--- src/rtl/seq_div_pkg.sv ---
// Shared types and constants for the sequential restoring divider.
package seq_div_pkg;

   typedef enum logic [1:0] {
      IDLE   = 2'd0,
      RUN    = 2'd1,
      FINISH = 2'd2
   } div_state_e;

   localparam int DEF_WORD_LENGTH    = 16;
   localparam int DEF_N_BITS_COUNTER = 5;

   // Every quotient bit is set on a divide by zero.
   localparam logic DBZ_QUOTIENT_BIT = 1'b1;

endpackage

--- src/rtl/seq_divider_counter.sv ---
// Iteration counter: synchronous clear wins over enable; terminal flags count==TERMINAL.
module div_counter #(
   parameter int NBitsForCounter = 5,
   parameter int TERMINAL        = 15
) (
   input  logic clk,
   input  logic reset,
   input  logic enable,
   input  logic sync_clear,
   output logic terminal
);

   localparam logic [NBitsForCounter-1:0] TERM_C = NBitsForCounter'(TERMINAL);

   logic [NBitsForCounter-1:0] count_q, count_d;

   always_comb begin
      count_d = count_q;
      if (sync_clear) begin
         count_d = '0;
      end else if (enable) begin
         count_d = count_q + 1'b1;
      end
   end

   always_ff @(posedge clk or negedge reset) begin
      if (!reset) begin
         count_q <= '0;
      end else begin
         count_q <= count_d;
      end
   end

   assign terminal = (count_q == TERM_C);

endmodule

--- src/rtl/seq_divider.sv ---
// Sequential restoring divider, one quotient bit per clock; start/busy/done handshake.
// Defining SEQ_DIV_SIGNED_EN switches to two's complement operands (sign fixup in FINISH).
module seq_divider
   import seq_div_pkg::*;
#(
   parameter int WORD_LENGTH     = DEF_WORD_LENGTH,
   parameter int NBitsForCounter = DEF_N_BITS_COUNTER
) (
   input  logic                   clk,
   input  logic                   reset,
   input  logic                   start,
   input  logic [WORD_LENGTH-1:0] dividend,
   input  logic [WORD_LENGTH-1:0] divisor,
   output logic                   busy,
   output logic                   done,
   output logic [WORD_LENGTH-1:0] quotient,
   output logic [WORD_LENGTH-1:0] remainder,
   output logic                   div_by_zero
);

   localparam int W        = WORD_LENGTH;
   localparam int ITER_END = WORD_LENGTH - 1;

   div_state_e     state_q, state_d;
   logic [W-1:0]   rem_q, rem_d;
   logic [W-1:0]   quo_q, quo_d;
   logic [W-1:0]   dsr_q, dsr_d;
   logic           dbz_q, dbz_d;
   logic [W-1:0]   quotient_q, quotient_d;
   logic [W-1:0]   remainder_q, remainder_d;
   logic           div_by_zero_q, div_by_zero_d;
   logic           done_q, done_d;
   logic           cnt_en, cnt_clear, cnt_term;
   logic [W:0]     r_shift, r_diff;

`ifdef SEQ_DIV_SIGNED_EN
   logic q_neg_q, q_neg_d, r_neg_q, r_neg_d;

   function automatic logic [W-1:0] neg_if(input logic neg, input logic [W-1:0] v);
      return neg ? (~v + 1'b1) : v;
   endfunction
`endif

   div_counter #(
      .NBitsForCounter(NBitsForCounter),
      .TERMINAL       (ITER_END)
   ) u_iter_cnt (
      .clk       (clk),
      .reset     (reset),
      .enable    (cnt_en),
      .sync_clear(cnt_clear),
      .terminal  (cnt_term)
   );

   // The stored remainder is always below the divisor, so W bits hold it; the shifted
   // value and the trial subtraction are W+1 bits, and the borrow bit is the R>=D compare.
   assign r_shift = {rem_q, quo_q[W-1]};
   assign r_diff  = r_shift - {1'b0, dsr_q};

   always_comb begin
      state_d       = state_q;
      rem_d         = rem_q;
      quo_d         = quo_q;
      dsr_d         = dsr_q;
      dbz_d         = dbz_q;
      quotient_d    = quotient_q;
      remainder_d   = remainder_q;
      div_by_zero_d = div_by_zero_q;
      done_d        = 1'b0;
      cnt_en        = 1'b0;
      cnt_clear     = 1'b0;
`ifdef SEQ_DIV_SIGNED_EN
      q_neg_d       = q_neg_q;
      r_neg_d       = r_neg_q;
`endif
      case (state_q)
         IDLE: begin
            if (start) begin
`ifdef SEQ_DIV_SIGNED_EN
               quo_d   = neg_if(dividend[W-1], dividend);
               dsr_d   = neg_if(divisor[W-1], divisor);
               q_neg_d = dividend[W-1] ^ divisor[W-1];
               r_neg_d = dividend[W-1];
`else
               quo_d   = dividend;
               dsr_d   = divisor;
`endif
               rem_d     = '0;
               dbz_d     = (divisor == '0);
               cnt_clear = 1'b1;
               state_d   = RUN;
            end
         end
         RUN: begin
            cnt_en = 1'b1;
            // A zero divisor spends one RUN cycle idle so done lands two edges after start.
            if (dbz_q) begin
               state_d = FINISH;
            end else begin
               if (r_diff[W]) begin
                  rem_d = r_shift[W-1:0];
                  quo_d = {quo_q[W-2:0], 1'b0};
               end else begin
                  rem_d = r_diff[W-1:0];
                  quo_d = {quo_q[W-2:0], 1'b1};
               end
               if (cnt_term) begin
                  state_d = FINISH;
               end
            end
         end
         FINISH: begin
            done_d        = 1'b1;
            div_by_zero_d = dbz_q;
            state_d       = IDLE;
`ifdef SEQ_DIV_SIGNED_EN
            if (dbz_q) begin
               quotient_d  = {W{DBZ_QUOTIENT_BIT}};
               remainder_d = neg_if(r_neg_q, quo_q);
            end else begin
               quotient_d  = neg_if(q_neg_q, quo_q);
               remainder_d = neg_if(r_neg_q, rem_q);
            end
`else
            if (dbz_q) begin
               quotient_d  = {W{DBZ_QUOTIENT_BIT}};
               remainder_d = quo_q;
            end else begin
               quotient_d  = quo_q;
               remainder_d = rem_q;
            end
`endif
         end
         default: state_d = IDLE;
      endcase
   end

   always_ff @(posedge clk or negedge reset) begin
      if (!reset) begin
         state_q       <= IDLE;
         rem_q         <= '0;
         quo_q         <= '0;
         dsr_q         <= '0;
         dbz_q         <= 1'b0;
         quotient_q    <= '0;
         remainder_q   <= '0;
         div_by_zero_q <= 1'b0;
         done_q        <= 1'b0;
`ifdef SEQ_DIV_SIGNED_EN
         q_neg_q       <= 1'b0;
         r_neg_q       <= 1'b0;
`endif
      end else begin
         state_q       <= state_d;
         rem_q         <= rem_d;
         quo_q         <= quo_d;
         dsr_q         <= dsr_d;
         dbz_q         <= dbz_d;
         quotient_q    <= quotient_d;
         remainder_q   <= remainder_d;
         div_by_zero_q <= div_by_zero_d;
         done_q        <= done_d;
`ifdef SEQ_DIV_SIGNED_EN
         q_neg_q       <= q_neg_d;
         r_neg_q       <= r_neg_d;
`endif
      end
   end

   assign busy        = (state_q != IDLE);
   assign done        = done_q;
   assign quotient    = quotient_q;
   assign remainder   = remainder_q;
   assign div_by_zero = div_by_zero_q;

endmodule

--- config.mk ---
export PLATFORM = sky130hd
export DESIGN_NAME = seq_divider
export DESIGN_NICKNAME = d
export VERILOG_FILES = /design/src/rtl/seq_div_pkg.sv /design/src/rtl/seq_divider_counter.sv /design/src/rtl/seq_divider.sv
export SDC_FILE = /design/constraint.sdc
export NUM_CORES = 1
export LEC_CHECK = 0
export ABC_AREA = 1
export BUFFER_PORTS_ARGS = -buffer_cell sky130_fd_sc_hd__buf_2
export CORE_ASPECT_RATIO = 0.5
export CORE_MARGIN = 5
export CORE_UTILIZATION = 52
export DETAILED_ROUTE_END_ITERATION = 8
export HOLD_SLACK_MARGIN = 0.02
export MAX_ROUTING_LAYER = met4
export PLACE_DENSITY = 0.75
export SLEW_MARGIN = 15
export SYNTH_ARGS = -nofsm -noshare
export SYNTH_HDL_FRONTEND = slang
export SYNTH_SLANG_ARGS = --single-unit
export TNS_END_PERCENT = 10
--- constraint.sdc ---
create_clock -name clk -period 2.05 [get_ports clk]
set_input_delay 0.1025 -clock clk [delete_from_list [all_inputs] [get_ports clk]]
set_output_delay 0.1025 -clock clk [all_outputs]
set_load 0.05 [all_outputs]
==> summary.txt, run 1 <==
Post-Route WL = 13700 um
clock transition at the registers of the reported paths = 0.06 ns
end point of the critical path = rem_q[13]
Hold Crit Class = input pin to flop
Port-buffer cells = 69
1st-pass router iterations = 5
Placer Congestion = 0.914
H-tree depth = 3
Req. time, crit path = 2.28 ns
Fin Hold WS = 0.0243 ns
CTS Buf Count = 9
Storage cell area = 0.00225 mm2
Critical path origin = dsr_q[13]
Root Buffer = clkbuf_16
arrival time worst endpoint = 2.31 ns
max frequency = 0.480 GHz
core box area = 0.00951 mm2
pin count of the biggest net entering global routing = 91
period utilisation layout = 102%
placed cell area = 0.00572 mm2
number of diodes = 0
Final setup viols = 10
initial antenna violation count = 0
DR vias = 4750
Total Routing Usage GR = 23.9%
TritonCTS Sinks = 90
Worst setup SP type = flop
Post-synth ARST share = 100%
Cell Rows = 25
final setup TNS = -0.183 ns
final hold vios = 0
vias in the first global route = 4454
first-pass GRT wire length = 21700 um
FF+latch count, synth = 90
Syn. warnings = 0
WS Path Type = flop to flop
placed cells = 891
Worst Slack Setup Final = -0.0325 ns
clock latency on the worst-skew pair = 0.34 ns
via/cell ratio = 5.15
Initial Util = 53.8%
EDFF count, synth = 0
Synth cell types = 35
drt drc = 0
nets = 839
Chip Width = 150 um
die footprint = 0.0120 mm2
sequential share of the synthesized area = 44.1%
Slew headroom = 68.1%
critical path endpoint category = flop
Post-Syn Area = 0.00511 mm2
Top FF cell, synth = dfrtp_1
DRT iter0 DRCs = 387
Clock Skews = 0.00468 ns
Synthesized Nets = 737
Slew Viols, Final = 0
reported max-cap violation count = 0
CTS tree = done
area delta synth->final = 24.9%
grt ovf = 0
failing checks = negative setup slack
worst slew pin tran = 0.479 ns
worst reg-to-reg path cell count = 14
Mapped Cells = 683
FF-to-FF setup slack = -0.03 ns
outcome = complete, but fails checks
DR WL/cell = 14.9 um
share of post-route cells with drive strength above 1 = 23.0%
I/O pins = 70
DIE HEIGHT = 80.1 um
fill count = 765
clk buf depth = 2
Multi-input gate area = 0.00251 mm2
RSZ-0062 raised after global routing = true
Post-DP HPWL = 9400 um
FF-to-FF Start = dsr_q[13]
min Tclk post-route = 2.08 ns
Mean Syn Cell Area = 7.49 um2
CP max FO = 5
Non-Filler Instances = 923
ANT nets after route = 0
Worst R2R End = rem_q[13]
post-route design area = 0.00639 mm2
## metal layers
metal / track usage (%) / share of wire [%] / wire (um)
met1: 31.9 / 46 / 6290
met2: 36.4 / 45 / 6200
met3: 5.58 / 6.8 / 933
met4: 8.30 / 2.1 / 287
met5: - / 0 / 0
## registers in the layout (all words and copies together) (netlist names)
register,cells
remainder,16
rem_q,16
quotient,16
dbz_q,1
done,1
quo_q,16
div_by_zero,1
state_q,2
dsr_q,16
u_iter_cnt.count_q,5
## worst min-delay path by stage
stage	from	to	slack, ns	depth (start not counted)
final	dividend[11]	quo_q[11]	0.02	3
after global routing	dividend[10]	quo_q[10]	0.02	3
after CTS	dividend[5]	quo_q[5]	0.02	3
after detailed placement	reset	quotient[12]	0.18	2
after global placement	reset	done	0.18	2
after floorplan	reset	dbz_q	-0.19	0
## kinds of logic (layout without fill, tap and decap cells)
group | count (synthesis) | after routing | synth area share [%]
and+or+nand+nor | 309 | 311 | 26.3
buffers and inverters | 143 | 246 | 11.2
AOI/OAI and AO/OA | 115 | 115 | 12.4
DFF | 90 | 90 | 44.1
adders and majority gates | 19 | 19 | 4.80
xor gates and xnor gates | 7 | 7 | 1.20
## per-stage QoR
stage / utilization, % / worst slack (ns)
finish: 67.2 / -0.0325
global route: 67.2 / -0.142
global placement: 60.2 / -0.0378
CTS: 65.4 / 0.00418
floorplan: - / 0.0296
detailed placement: 60.2 / -0.128
## final cells by class
type,count,area share [%]
multi-input combinational,452,39.3
sequential,90,35.3
timing repair buffer,110,10.8
inverter,122,7.21
clock buffer,11,3.96
tap,135,2.64
clock inverter,3,0.764
## placed cells by master (no fill, tap or decap), types with 2 or more instances in the layout
| cell type | instances |
|---|---|
| nor2_2 | 6 |
| buf_2 | 68 |
| nand2_8 | 4 |
| xnor2_1 | 7 |
| nand3_4 | 2 |
| clkinv_1 | 3 |
| nor2_1 | 47 |
| o21ai_1 | 3 |
| ha_4 | 5 |
| buf_4 | 32 |
| o21ai_0 | 66 |
| inv_2 | 4 |
| nand4_1 | 5 |
| ha_1 | 12 |
| nand3_2 | 9 |
| clkbuf_8 | 2 |
| nand2_2 | 18 |
| and2_1 | 2 |
| o22ai_1 | 2 |
| nand2_1 | 186 |
| nand3_1 | 19 |
| o211ai_1 | 15 |
| inv_1 | 114 |
| dfrtp_1 | 88 |
| dlygate4sd3_1 | 8 |
| nand2_4 | 6 |
| clkbuf_16 | 9 |
| a21oi_1 | 24 |
| dfrtp_2 | 2 |
| nor3_1 | 3 |
## worst max-delay path: stages, from the launching register on
cell     delay [ns]
dfrtp_1        0.38
inv_1          0.11
ha_2           0.33
nand2_1        0.09
nand2_1        0.07
nand2_1        0.08
nand2_1        0.09
a21oi_4        0.14
buf_4          0.18
nand2_8        0.07
nand2_8        0.09
buf_4          0.14
nand3_2        0.07
nand2_1        0.06
o21ai_1        0.07
## cells in the mapped netlist, types with 4 or more instances
cell,n,area share [%]
nand2_1,194,14
inv_1,116,8.5
dfrtp_1,90,44
o21ai_0,69,6.8
nor2_1,49,3.6
a21oi_1,24,2.3
nand3_1,22,2.2
ha_1,18,4.4
nand2_2,15,1.8
o211ai_1,15,2.2
clkbuf_1,11,0.81
nand3_2,8,1.6
xnor2_1,7,1.2
nand4_1,5,0.61
buf_2,4,0.39
nor2_2,4,0.49
## timing repair
item                                    4_1_cts  5_1_grt
endpoints found under the hold margin        97        0
pin swaps                                     5       12
gates resized for setup                      21       23
gates cloned                                  2        0
hold buffers                                  8        0
endpoints found under the setup margin       17       17
buffers inserted                              1        7
Power of run 1 is left out: the tool's default activity adds up to more than one toggle a clock period on the data nets, which glitch-free logic cannot reach.
==> inputs of run 2 (changes only) <==
CTS_BUF_LIST = sky130_fd_sc_hd__clkbuf_16   (was unset)
==> run 2 against run 1 <==
Effect of this change: the run still ends with negative setup slack left; non-clock buffer count decreased by 1; critical path type unchanged; routed wire length decreased by 1.4%; worst setup slack improved by 0.0064 ns; sequential share of layout area increased by 0.19 points; critical path depth decreased by 3; maximum frequency increased by 0.31%; via count decreased by 0.40%; largest cell class unchanged; sequential cell count unchanged; first-iteration DRC count increased by 7.8%; global-route usage about the same; worst hold slack got worse by 0.0014 ns; core utilization decreased by 0.37 points.
==> summary.txt, run 2 (synthesis gave the netlist of run 1 again) <==
outcome = complete, but fails checks
failing checks = negative setup slack
Worst path depth = 11
Cell Rows = 25
critical path endpoint category = flop
Initial Util = 53.8%
Worst R2R End = rem_q[10]
worst reg-to-reg path cell count = 11
TritonCTS Sinks = 90
post-route design area = 0.00635 mm2
via/cell ratio = 5.13
Chip Width = 150 um
FF-to-FF setup slack = -0.03 ns
Hold Crit Class = input pin to flop
number of diodes = 0
Worst path max stage delay = 0.44 ns
initial antenna violation count = 0
Total Routing Usage GR = 24.0%
Slowest cell on crit path = dfrtp_1
DR vias = 4731
clock latency on the worst-skew pair = 0.34 ns
WP buf/inv = 1
CTS tree = done
Fin Hold WS = 0.0229 ns
DIE HEIGHT = 80.1 um
final setup TNS = -0.136 ns
grt ovf = 0
Cell Chain, Critical Path = ha_1 -> nand2_2 -> inv_1 -> a21oi_2 -> nand2_4 -> nand2_8 -> nand3_4 -> nand2_4 -> nand2_2 -> nand3_2 -> nand2_1
1st-pass router iterations = 5
CP top delay family = simple AND/OR/NAND/NOR gates
vias in the first global route = 4466
worst slew pin tran = 0.478 ns
Storage cell area = 0.00225 mm2
Root Buffer = clkbuf_16
period utilisation layout = 101%
DRT met1 WL = 6250 um
arrival time worst endpoint = 2.31 ns
ANT nets after route = 0
H-tree depth = 3
WHS Path Cells = 3
met3 WL = 929 um
Critical path origin = rem_q[6]
CP max FO = 7
clk buf depth = 2
Worst Slack Setup Final = -0.0261 ns
placed cell area = 0.00572 mm2
I/O pins = 70
WS Path Type = flop to flop
post-place setup slack = -0.128 ns
top sig layer = met4
die footprint = 0.0120 mm2
core box area = 0.00951 mm2
nets = 838
reported max-cap violation count = 0
Final setup viols = 9
Multi-input gate area = 0.00250 mm2
Post-Route WL = 13500 um
Req. time, crit path = 2.28 ns
pin count of the biggest net entering global routing = 91
RSZ-0062 raised after global routing = true
clock transition at the registers of the reported paths = 0.06 ns
share of post-route cells with drive strength above 1 = 22.5%
drt drc = 0
Worst setup SP type = flop
max frequency = 0.482 GHz
min Tclk post-route = 2.08 ns
final hold vios = 0
commonest non-fill, non-tap cell in the layout = nand2_1
first-pass GRT wire length = 21700 um
DR WL/cell = 14.7 um
Post-DP HPWL = 9400 um
fill count = 769
commonest cells after routing, fill and taps aside = 188 x nand2_1, 114 x inv_1, 88 x dfrtp_1
Slew Viols, Final = 0
area delta synth->final = 24.3%
Port-buffer cells = 69
met2 wire len = 6020 um
FF-to-FF Start = rem_q[6]
Clock Skews = 0.00449 ns
Slew headroom = 68.1%
DRT iter0 DRCs = 417
CTS Buf Count = 9
Placer Congestion = 0.914
end point of the critical path = rem_q[10]
[run 2: cell count changes in the layout (fill, tap and decap cells not counted), sizes merged]
cell	before	now
clkbuf	11	9
dlygate4sd3	8	7
clkinv	3	5
[run 2: cell type report]
| class | instances | share of cell area, % |
|---|---|---|
| multi-input cells | 452 | 39.4 |
| flip-flops and latches | 90 | 35.5 |
| well taps | 135 | 2.66 |
| inverters | 122 | 7.25 |
| clock buffers | 9 | 3.55 |
| clock inverters | 5 | 0.886 |
| repair buffers | 109 | 10.7 |
[run 2: worst min path at each step]
stage	startpoint	to	slack (ns)
after detailed placement	reset	quotient[12]	0.18
after global routing	dividend[10]	quo_q[10]	0.02
after CTS	dividend[5]	quo_q[5]	0.02
final	dividend[11]	quo_q[11]	0.02
after floorplan	reset	dbz_q	-0.19
after global placement	reset	done	0.18
[run 2: per-layer routing]
layer / track usage (%) / vias up
met5: - / -
met2: 36.5 / 181
met4: 8.30 / 0
li1: - / 2334
met3: 5.69 / 29
met1: 31.8 / 2187
[run 2: what timing repair did]
item	in CTS	in global routing
endpoints found under the setup margin	17	17
gates resized for setup	21	21
gates cloned	2	0
buffers inserted	1	7
endpoints found under the hold margin	96	0
hold buffers	7	0
pin swaps	5	11
[run 2: worst reg2reg max path: cells and delay by family (launching register included)]
kind	cells	cell delay, ns
DFF	1	0.44
adders and majority gates	1	0.40
buffers and inverters	1	0.07
AOI/OAI and AO/OA	1	0.20
and+or+nand+nor	8	0.85
[run 2: stage by stage]
stage | util, % | cells
after floorplan | - | 683
after global placement | 60.2 | 891
after detailed placement | 60.2 | 891
after CTS | 65.1 | 915
after global routing | 66.8 | 922
final | 66.8 | 922
Power of run 2 is left out for the same reason.
==> inputs of run 3 (changes only) <==
CORE_UTILIZATION = 55   (was 52)
PLACE_DENSITY = 0.76   (was 0.75)
clock period = 2.2 ns   (was 2.05 ns; I/O delays follow)
==> run 3 against run 2 <==
Effect of this change: the flow now finishes without violations; die area shrank 4.9%; maximum frequency fell by 2.0%; register-to-register slack better by 0.11 ns; sequential share of layout area up 1.5 points; core utilization grew 1.7 points; routed wire length shrank 1.5%; via count fell by 0.53%; count of clock-buffer cells in the layout stayed put; critical path depth increased by 3; worst setup slack improved by 0.11 ns; cell count is 3.5% lower; critical path type unchanged; critical endpoint is now rem_q[3].
==> summary.txt, run 3 (synthesis gave the netlist of run 1 again) <==
Port-buffer cells = 69
period utilisation layout = 96.3%
arrival time worst endpoint = 2.34 ns
Req. time, crit path = 2.42 ns
critical path endpoint category = flop
CTS Buf Count = 9
Root Buffer = clkbuf_16
Post-DP HPWL = 9450 um
grt ovf = 0
commonest non-fill, non-tap cell in the layout = nand2_1
worst slew pin tran = 0.660 ns
Clock Skews = 0.00765 ns
drt drc = 0
placed cell area = 0.00565 mm2
DR vias = 4706
pin count of the biggest net entering global routing = 39
Worst setup SP type = flop
CP top delay family = simple AND/OR/NAND/NOR gates
CP max FO = 7
post-route design area = 0.00609 mm2
reported max-cap violation count = 0
Placer Congestion = 0.996
WHS Path Cells = 3
Critical path origin = quo_q[15]
commonest cells after routing, fill and taps aside = 190 x nand2_1, 115 x inv_1, 90 x dfrtp_1
1st-pass router iterations = 5
Cell Rows = 24
area delta synth->final = 19.2%
Worst path max stage delay = 0.39 ns
vias in the first global route = 4336
Hold Crit Class = input pin to flop
worst reg-to-reg path cell count = 14
final hold vios = 0
DR WL/cell = 15.0 um
FF-to-FF setup slack = 0.08 ns
Post-Route WL = 13300 um
TritonCTS Sinks = 90
ANT nets after route = 0
core box area = 0.00889 mm2
outcome = completed
Initial Util = 57.5%
Chip Width = 146 um
Worst R2R End = rem_q[3]
die footprint = 0.0114 mm2
initial antenna violation count = 1
Cell Chain, Critical Path = inv_2 -> ha_1 -> inv_1 -> fa_2 -> nand2_2 -> nand2_2 -> nand3_2 -> nand2_2 -> nand2_4 -> nand3_4 -> nand2_4 -> nand2_2 -> nand3_2 -> nand2_1
WP buf/inv = 2
clock transition at the registers of the reported paths = 0.06 ns
Total Routing Usage GR = 23.8%
FF-to-FF Start = quo_q[15]
max frequency = 0.472 GHz
Slowest cell on crit path = dfrtp_1
share of post-route cells with drive strength above 1 = 20.1%
nets = 822
Slew Viols, Final = 0
Final setup viols = 0
min Tclk post-route = 2.12 ns
Core Util, Final = 68.5%
DRT iter0 DRCs = 403
first-pass GRT wire length = 21300 um
clock latency on the worst-skew pair = 0.34 ns
clk buf depth = 2
Slew headroom = 56.0%
I/O pins = 70
cell mode on critical path = nand2_2
Hold Startpoint = dividend[11]
WS Path Type = flop to flop
DIE HEIGHT = 78.2 um
H-tree depth = 3
Hold Crit Endpoint = quo_q[11]
CTS tree = done
via/cell ratio = 5.29
## run 3: cell count changes in the layout (fill, tap and decap cells not counted), moves of 2 or more
cell / before / now
ha_1: 12 / 16
dfrtp_1: 88 / 90
nand2_1: 188 / 190
nor2_1: 47 / 49
buf_4: 32 / 21
inv_6: 0 / 2
nor2_2: 6 / 4
nand2_8: 4 / 1
dfrtp_2: 2 / 0
ha_4: 5 / 1
nand2_4: 6 / 8
dlygate4sd3_1: 7 / 3
## run 3: metrics by stage
step / setup slack, ns / hold WS, ns / setup TNS, ns / instances
3_5_place_dp: 0.0251 / 0.0990 / 0 / 867
2_1_floorplan: 0.120 / -0.186 / 0 / 683
3_3_place_gp: 0.0916 / 0.0998 / 0 / 867
5_1_grt: -0.0367 / 0.0436 / -0.114 / 890
6_report: 0.0815 / 0.0275 / 0 / 890
4_1_cts: 0.00677 / 0.0220 / 0 / 885
## run 3: layout make-up
class	count	area (um2)
well taps	117	146
diodes	1	2.50
clock inverters	6	65.1
inverters	122	458
repair buffers	93	548
multi-input cells	452	2390
fillers	706	2800
flip-flops and latches	90	2250
clock buffers	9	225
## run 3: routing by layer
| layer | up-vias | track usage, % | share of wire, % | wire length [um] |
|---|---|---|---|---|
| met5 | - | - | 0 | 0 |
| met1 | 2215 | 34.4 | 48 | 6410 |
| met3 | 11 | 4.60 | 6.7 | 891 |
| met2 | 167 | 34.8 | 44 | 5850 |
| li1 | 2313 | - | - | - |
| met4 | 0 | 5.63 | 1.1 | 152 |
## run 3: worst register-to-register path, stage by stage (launching register included)
cell	delay (ns)
dfrtp_1	0.39
inv_2	0.07
ha_1	0.13
inv_1	0.06
fa_2	0.37
nand2_2	0.08
nand2_2	0.07
nand3_2	0.08
nand2_2	0.10
nand2_4	0.12
nand3_4	0.13
nand2_4	0.20
nand2_2	0.08
nand3_2	0.07
nand2_1	0.05
## run 3: how the worst max path moves through the flow
stage          slack, ns  cells past startpoint         to
6_report            0.08                     14   rem_q[3]
5_1_grt            -0.04                     14  rem_q[13]
4_1_cts            0.007                     15  rem_q[11]
3_5_place_dp        0.03                     14  rem_q[11]
3_3_place_gp        0.09                     14   rem_q[2]
2_1_floorplan       0.12                     15   rem_q[0]
## run 3: what timing repair did
item	4_1_cts	5_1_grt
setup buffers	0	2
pin swaps	1	5
cloned	0	2
hold buffers	3	0
endpoints found under the hold margin	36	0
resized for setup	1	20
endpoints found under the setup margin	3	17
Power of run 3 is left out for the same reason.
